File: config.mk
export PLATFORM = sky130hd
export DESIGN_NAME = gene_pair_fetch
export DESIGN_NICKNAME = d
export VERILOG_FILES = /design/src/rtl/ga_pkg.sv /design/src/rtl/gene_pair_fetch.sv
export SDC_FILE = /design/constraint.sdc
export NUM_CORES = 1
export LEC_CHECK = 0
export ABC_CLOCK_PERIOD_IN_PS = 3300
export BUFFER_PORTS_ARGS = -buffer_cell sky130_fd_sc_hd__buf_4
export CORE_ASPECT_RATIO = 1.75
export CORE_MARGIN = 2
export CORE_UTILIZATION = 40
export CTS_BUF_LIST = sky130_fd_sc_hd__clkbuf_8 sky130_fd_sc_hd__clkbuf_16
export DETAILED_ROUTE_END_ITERATION = 10
export PLACE_DENSITY_LB_ADDON = 0.05
export SLEW_MARGIN = 20
export SYNTH_ARGS = -nofsm -noshare
export SYNTH_HDL_FRONTEND = slang
export SYNTH_SLANG_ARGS = --single-unit
File: constraint.sdc
create_clock -name clk -period 3.3 [get_ports clk]
set_clock_uncertainty 0.1 [all_clocks]
set_input_delay 0.33 -clock clk [delete_from_list [all_inputs] [get_ports clk]]
set_output_delay 0.33 -clock clk [all_outputs]
set_load 0.02 [all_outputs]
File: src/rtl/ga_pkg.sv
// Shared geometry, FSM state encoding and address helper for the GA fetch path.
// Default geometry: 32-bit words of four 8-bit genes, 16 words per genome, 64 genomes.
package ga_pkg;

    localparam int GENE_W       = 32;
    localparam int GENE_BYTE_W  = 8;
    localparam int GENOME_WORDS = 16;
    localparam int POP_SIZE     = 64;
    localparam int IDX_W        = $clog2(POP_SIZE);
    localparam int WORD_W       = $clog2(GENOME_WORDS);
    localparam int ADDR_W       = $clog2(POP_SIZE * GENOME_WORDS);

    typedef enum logic [2:0] {
        IDLE = 3'd0,
        RD0  = 3'd1,
        RD1  = 3'd2,
        CAP  = 3'd3,
        OUT  = 3'd4,
        FIN  = 3'd5
    } gpf_state_e;

    // Power-of-two sizing keeps idx*GENOME_WORDS+word inside ADDR_W bits.
    function automatic logic [ADDR_W-1:0] gene_addr(input logic [IDX_W-1:0]  idx,
                                                   input logic [WORD_W-1:0] word);
        return ADDR_W'(idx) * ADDR_W'(GENOME_WORDS) + ADDR_W'(word);
    endfunction

endpackage

File: src/rtl/gene_pair_fetch.sv
// Parent word-pair fetcher: reads p0 then p1 word per index and presents the pair downstream.
// Latency: start edge -> first gene_valid 4 cycles; at most one pair per 4 cycles.
// Backpressure: pair, gene_last and gene_valid hold in OUT while gene_ready is low; no reads issued.
// Optional: GENE_PAIR_SELF_MATE_CHECK_EN adds self_mate_err and rejects equal parent indices.
module gene_pair_fetch #(
    parameter int GENE_W       = 32,
    parameter int GENOME_WORDS = 16,
    parameter int POP_SIZE     = 64,
    parameter int IDX_W        = $clog2(POP_SIZE),
    parameter int ADDR_W       = $clog2(POP_SIZE * GENOME_WORDS)
) (
    input  logic              clk,
    input  logic              rst,
    input  logic              start,
    input  logic [IDX_W-1:0]  parent0_idx,
    input  logic [IDX_W-1:0]  parent1_idx,
    output logic              busy,
    output logic              done,
    output logic              mem_rd_en,
    output logic [ADDR_W-1:0] mem_rd_addr,
    input  logic [GENE_W-1:0] mem_rd_data,
    output logic [GENE_W-1:0] parent_gene0,
    output logic [GENE_W-1:0] parent_gene1,
    output logic              gene_valid,
    input  logic              gene_ready,
`ifdef GENE_PAIR_SELF_MATE_CHECK_EN
    output logic              self_mate_err,
`endif
    output logic              gene_last
);

    import ga_pkg::*;

    localparam int WORD_W = $clog2(GENOME_WORDS);

    gpf_state_e        r_state;
    gpf_state_e        w_state_nxt;
    logic [IDX_W-1:0]  r_p0_idx;
    logic [IDX_W-1:0]  r_p1_idx;
    logic [WORD_W-1:0] r_word;
    logic [GENE_W-1:0] r_gene0;
    logic [GENE_W-1:0] r_gene1;
    logic              w_last_word;
    logic              w_handshake;
    logic              w_self_mate;
    logic              w_start_ok;

`ifdef GENE_PAIR_SELF_MATE_CHECK_EN
    logic r_self_mate_err;
    assign w_self_mate   = start && (parent0_idx == parent1_idx);
    assign self_mate_err = r_self_mate_err;
`else
    assign w_self_mate = 1'b0;
`endif

    assign w_last_word = (r_word == WORD_W'(GENOME_WORDS - 1));
    assign w_handshake = (r_state == OUT) && gene_ready;
    assign w_start_ok  = (r_state == IDLE) && start && !w_self_mate;

    always_ff @(posedge clk) begin
        if (!rst) begin
            r_state <= IDLE;
        end else begin
            r_state <= w_state_nxt;
        end
    end

    always_comb begin
        w_state_nxt = r_state;
        mem_rd_en   = 1'b0;
        mem_rd_addr = '0;
        busy        = 1'b0;
        done        = 1'b0;
        gene_valid  = 1'b0;
        gene_last   = 1'b0;
        case (r_state)
            IDLE: begin
                if (w_start_ok) begin
                    w_state_nxt = RD0;
                end
            end
            RD0: begin
                busy        = 1'b1;
                mem_rd_en   = 1'b1;
                mem_rd_addr = gene_addr(r_p0_idx, r_word);
                w_state_nxt = RD1;
            end
            RD1: begin
                busy        = 1'b1;
                mem_rd_en   = 1'b1;
                mem_rd_addr = gene_addr(r_p1_idx, r_word);
                w_state_nxt = CAP;
            end
            CAP: begin
                busy        = 1'b1;
                w_state_nxt = OUT;
            end
            OUT: begin
                busy       = 1'b1;
                gene_valid = 1'b1;
                gene_last  = w_last_word;
                if (w_handshake) begin
                    w_state_nxt = w_last_word ? FIN : RD0;
                end
            end
            FIN: begin
                done        = 1'b1;
                w_state_nxt = IDLE;
            end
            default: begin
                w_state_nxt = IDLE;
            end
        endcase
    end

    // Read data arrives one cycle after the strobe: RD1 sees p0's word, CAP sees p1's.
    always_ff @(posedge clk) begin
        if (!rst) begin
            r_p0_idx <= '0;
            r_p1_idx <= '0;
            r_word   <= '0;
            r_gene0  <= '0;
            r_gene1  <= '0;
        end else begin
            if (w_start_ok) begin
                r_p0_idx <= parent0_idx;
                r_p1_idx <= parent1_idx;
                r_word   <= '0;
            end
            if (r_state == RD1) begin
                r_gene0 <= mem_rd_data;
            end
            if (r_state == CAP) begin
                r_gene1 <= mem_rd_data;
            end
            if (w_handshake && !w_last_word) begin
                r_word <= r_word + 1'b1;
            end
            if (r_state == FIN) begin
                r_gene0 <= '0;
                r_gene1 <= '0;
                r_word  <= '0;
            end
        end
    end

`ifdef GENE_PAIR_SELF_MATE_CHECK_EN
    always_ff @(posedge clk) begin
        if (!rst) begin
            r_self_mate_err <= 1'b0;
        end else begin
            r_self_mate_err <= (r_state == IDLE) && w_self_mate;
        end
    end
`endif

    assign parent_gene0 = r_gene0;
    assign parent_gene1 = r_gene1;

endmodule

[Yosys cells after proc, flatten, opt, wreduce, memory -nomap -nowiden]
Cells that the tools add are included.
Word-level totals
  bits in registers: 83
  output and inout bits: 79
Cells by class
  $add $sub $neg: 3
  equality and inequality tests: 8
  mux-type cells: 12
  bitwise gates (word level): 1
  reductions and logical operators: 10
Operators with widths (number)
  $add 10x4->10: 2
  $pmux 10 s2: 1
  $pmux 3 s5: 1
  $mux 3: 3
  $mux 4: 2
  $eq 3x2->1 const B: 2
  $eq 3x3->1 const B: 2
  $mux 1: 5
  $add 4x1->4 const B: 1
  $eq 4x4->1 const B: 1
  $ne 2x2->1 const B: 2
  $reduce_or 2->1: 2
  $reduce_or 4->1: 1
  $eq 3x1->1 const B: 1
  $logic_and 1x1->1: 3
  $logic_not 3->1: 1
  $reduce_and 2->1: 1
  $reduce_bool 2->1: 1
  $logic_not 1->1: 1
  $not 1->1: 1

[Depth between registers and ports, before layout]
  word-level depth: 4
  gate-level depth with buffers: 6
  gate-level depth less buffers: 4

[Worst setup path before layout]
No wires, ideal clock.
  path kind: register to output
  from: register r_state[0]
  to: output mem_rd_addr[0]
  data arrival time: 1.299 ns
  data required time: 2.870 ns
  path slack: 1.571 ns
  stages on the path, launching flop included: 6
  buffers on the path: 2
  path through: dfxtp_1 -> buf_2 -> nor2b_1 -> clkbuf_1 -> o21ba_2 -> and2_1
Between the ends
  cells in the longest elaborated chain, start to end: 2
  elaborated cells between the ends (all ways): 3
RTL lines
  start: declaration: line gene_pair_fetch.sv:36  | gpf_state_e r_state;
  start signal: assignment: line gene_pair_fetch.sv:64  | r_state <= w_state_nxt;
  $eq 3x2->1 / $eq 3x1->1 (equally long branches): line gene_pair_fetch.sv:76  | case (r_state)
  $pmux 10 s2 *: line gene_pair_fetch.sv:76
  end: declaration: line gene_pair_fetch.sv:20  | output logic [ADDR_W-1:0] mem_rd_addr,
Every way passes the cells marked *; elsewhere a longest branch is shown, timed or not.

[Final worst setup path]
  from: register r_state[0]
  to: output mem_rd_addr[2]
The elaborated chain is that of the path after synthesis.

==> summary.md <==
| Metric | Value |
|---|---|
| Compound-Gate Fraction of Synth Area | 17.97% |
| DRC | 0 |
| Setup CP Type | reg2out |
| Rel. slew slack | 33.51% |
| EDFF count, synth | 0 |
| Biggest area consumer among synthesized cells | dfxtp_1 |
| Die ar. | 8984 µm² |
| Yosys warns | 0 |
| Post-Syn Nets | 450 |
| Final min period | 2444 ps |
| Fillers | 771 |
| Buffer depth of the longest clock path | 2 |
| VDD IR max | 309.7 µV |
| All-layer global routing usage | 19.71% |
| P per Cell Area | 544.6 nW/µm² |
| Nets | 561 |
| Crit end category | output port |
| Fin. Hold Viols | 0 |
| Worst-Skew Late Latency | 330 ps |
| XOR/XNOR Fraction of Synth Area | 0.5331% |
| Lkg Pwr | 1.863 nW |
| RSZ-0062 raised after global routing | false |
| Hold Path Class | in2reg |
| Share of the synthesized area in the top cell type | 50.57% |
| CP arrival | 2010 ps |
| #FFs+latches synth | 83 |
| CTS root buffer | clkbuf_16 |
| Seq/Total Area, Yosys | 50.57% |
| Final number of max-transition violations | 0 |
| I/O pin total | 127 |
| Crit path launch type | flop |
| Worst slack at placement | 1203 ps |
| Cell Area, Synth | 3286 µm² |
| Via-to-Cell Ratio | 5.000 |
| FF-to-FF setup slack | 1230 ps |
| Final Worst Setup Slack | 856.1 ps |
| Post-CTS Hold Buffers | 0 |
| DR WL/cell | 14.41 µm |
| Vias | 3020 |
| Vias in the first global route | 2810 |
| Die height | 123.9 µm |
| Ranking of synthesized cells by area | dfxtp_1, nand2_1, a21oi_1, a21oi_2, buf_2 |
| Status | finished, final reports clean |
| Synth unique cells | 35 |
| Largest family of logic cells by synthesized area | simple AND/OR/NAND/NOR gates |
| R2R cell count | 4 |
| Max-cap viol count | 0 |
| Pwr Total | 0.002472 W |
| Pin count of the biggest net entering global routing | 69 |
| Syn_area_per_cell | 8.194 µm² |
| CTS Sinks | 83 |
| RePlAce Congestion | 0.7740 |
| H-Tree Level Count | 3 |
| Post-Syn Instances | 401 |
| Post-synth top flop | dfxtp_1 |
| Layout cells sized above 1 | 32.68% |
| Final std cells w/o fill | 604 |
| Hold path depth | 2 |
| # diodes | 0 |
| Syn-to-layout area delta | 38.16% |
| Row cnt | 43 |
| Total area of sequential cells | 1662 µm² |
| Initial Utilization | 41.26% |
| GRT overflow | 0 |
| Maximum fanout along the worst path | 13 |
| Post-synthesis adder-cell area fraction | 0.3808% |
| CTS tree | built |
| Final setup TNS | 0 ps |
| Core Area | 7963 µm² |
| Slew @ Worst Pin | 994.8 ps |
| Global-route wire length before repair | 13570 µm |
| IO Port Bufs | 126 |
| Achievable Freq | 0.4092 GHz |
| Placed cells | 591 |
| Initial DRC Count | 175 |
| Initial antenna violation count | 0 |
| Simple-gate share of the synthesized area | 24.79% |
| Post-CTS setup buffers | 0 |
| Resize count post-CTS | 0 |
| Asr flop ratio synth | 0% |
| Die X-Extent | 72.51 µm |
| Post-DP HPWL | 6011 µm |
| Final wirelength | 8701 µm |
| Final setup viols | 0 |
| Mux contribution to synthesized area | 0% |
| Multi-input gate area | 1443 µm² |
| CP Data Required Time | 2870 ps |
| Worst-path clk slew | 60 ps |
| Final period util | 74.06% |
| Final ANT Viol Nets | 0 |
| Num CTS Buffers | 9 |
| DR pass1 iterations | 4 |
-- placed cells by master (no fill, tap or decap), types with 2 or more instances in the layout --
cell / n
or3_1: 2
dfxtp_1: 83
o211ai_1: 4
nor2b_1: 2
inv_1: 3
buf_4: 130
a21oi_2: 20
clkbuf_16: 9
nand2_1: 153
nor2_1: 8
a22oi_1: 6
nand3_1: 3
and2_1: 6
a21oi_1: 60
or3b_1: 2
bufinv_16: 3
-- worst max-delay path, cell delays in order (launching register included) --
cell and delay, ps:
dfxtp_1 590, nor2b_1 550, o21ba_2 270, and2_1 140, buf_4 130
-- power by group --
group	switching (W)	total (W)	leakage, nW	internal (W)
registers	0.0000306	0.00108	0.673	0.00104
logic	0.000176	0.000306	1.03	0.000130
clock network	0.000368	0.00109	0.159	0.000723
-- stage by stage --
| stage | util, % | hold WS, ps | cell area, µm² |
|---|---|---|---|
| after floorplan | - | 336.0 | 3286 |
| after global placement | 53.00 | 342.1 | 4220 |
| after detailed placement | 53.00 | 347.0 | 4220 |
| after CTS | 57.01 | 107.3 | 4539 |
| after global routing | 57.01 | 114.4 | 4539 |
| final | 57.01 | 117.0 | 4539 |
-- per-layer routing --
| layer | vias up | track usage, % | part of all wire (%) |
|---|---|---|---|
| li1 | 1534 | - | - |
| met1 | 1378 | 22.06 | 39 |
| met2 | 98 | 35.21 | 54 |
| met3 | 10 | 5.663 | 5.7 |
| met4 | 0 | 6.944 | 1.5 |
| met5 | - | 0 | 0 |
-- cell usage after synthesis (all sizes together), types with 2 or more instances --
| library cell | count |
|---|---|
| nand3 | 3 |
| dfxtp | 83 |
| and2 | 6 |
| a21oi | 80 |
| inv | 2 |
| nand2 | 153 |
| clkbuf | 7 |
| nor2b | 2 |
| a21o | 2 |
| a22oi | 6 |
| or3 | 2 |
| o211ai | 4 |
| buf | 24 |
| nor2 | 8 |
| or3b | 2 |
-- cell families (layout without fill, tap and decap cells) --
logic type | count (synthesis) | count (layout)
xor+xnor | 2 | 2
flops | 83 | 83
fa+ha+maj | 1 | 1
compound gates | 95 | 95
simple gates | 187 | 187
buf+inv | 33 | 146
-- registers in the layout, indices dropped and copies added (netlist names) --
name	flops
r_p0_idx	6
parent_gene1	32
parent_gene0	32
r_state	3
r_word	4
r_p1_idx	6
-- final timing paths --
check	startpoint	to
setup / recovery	r_state[0]$_SDFFE_PN0P_	mem_rd_addr[2]
setup reg to reg	r_state[2]$_SDFFE_PN0P_	parent_gene1[7]$_SDFFE_PP0P_
hold reg to reg	r_p0_idx[1]$_SDFFE_PN0P_	r_p0_idx[1]$_SDFFE_PN0P_
hold / removal	rst	r_state[1]$_SDFFE_PN0P_
-- layout make-up --
| class | count | area share [%] |
|---|---|---|
| well taps | 90 | 2.481 |
| multi-input cells | 285 | 31.78 |
| clock buffers | 9 | 4.961 |
| flip-flops and latches | 83 | 36.60 |
| repair buffers | 131 | 21.94 |
| clock inverters | 4 | 2.067 |
| inverters | 2 | 0.1654 |
No activity file was read; power rests on OpenSTA's default activity.
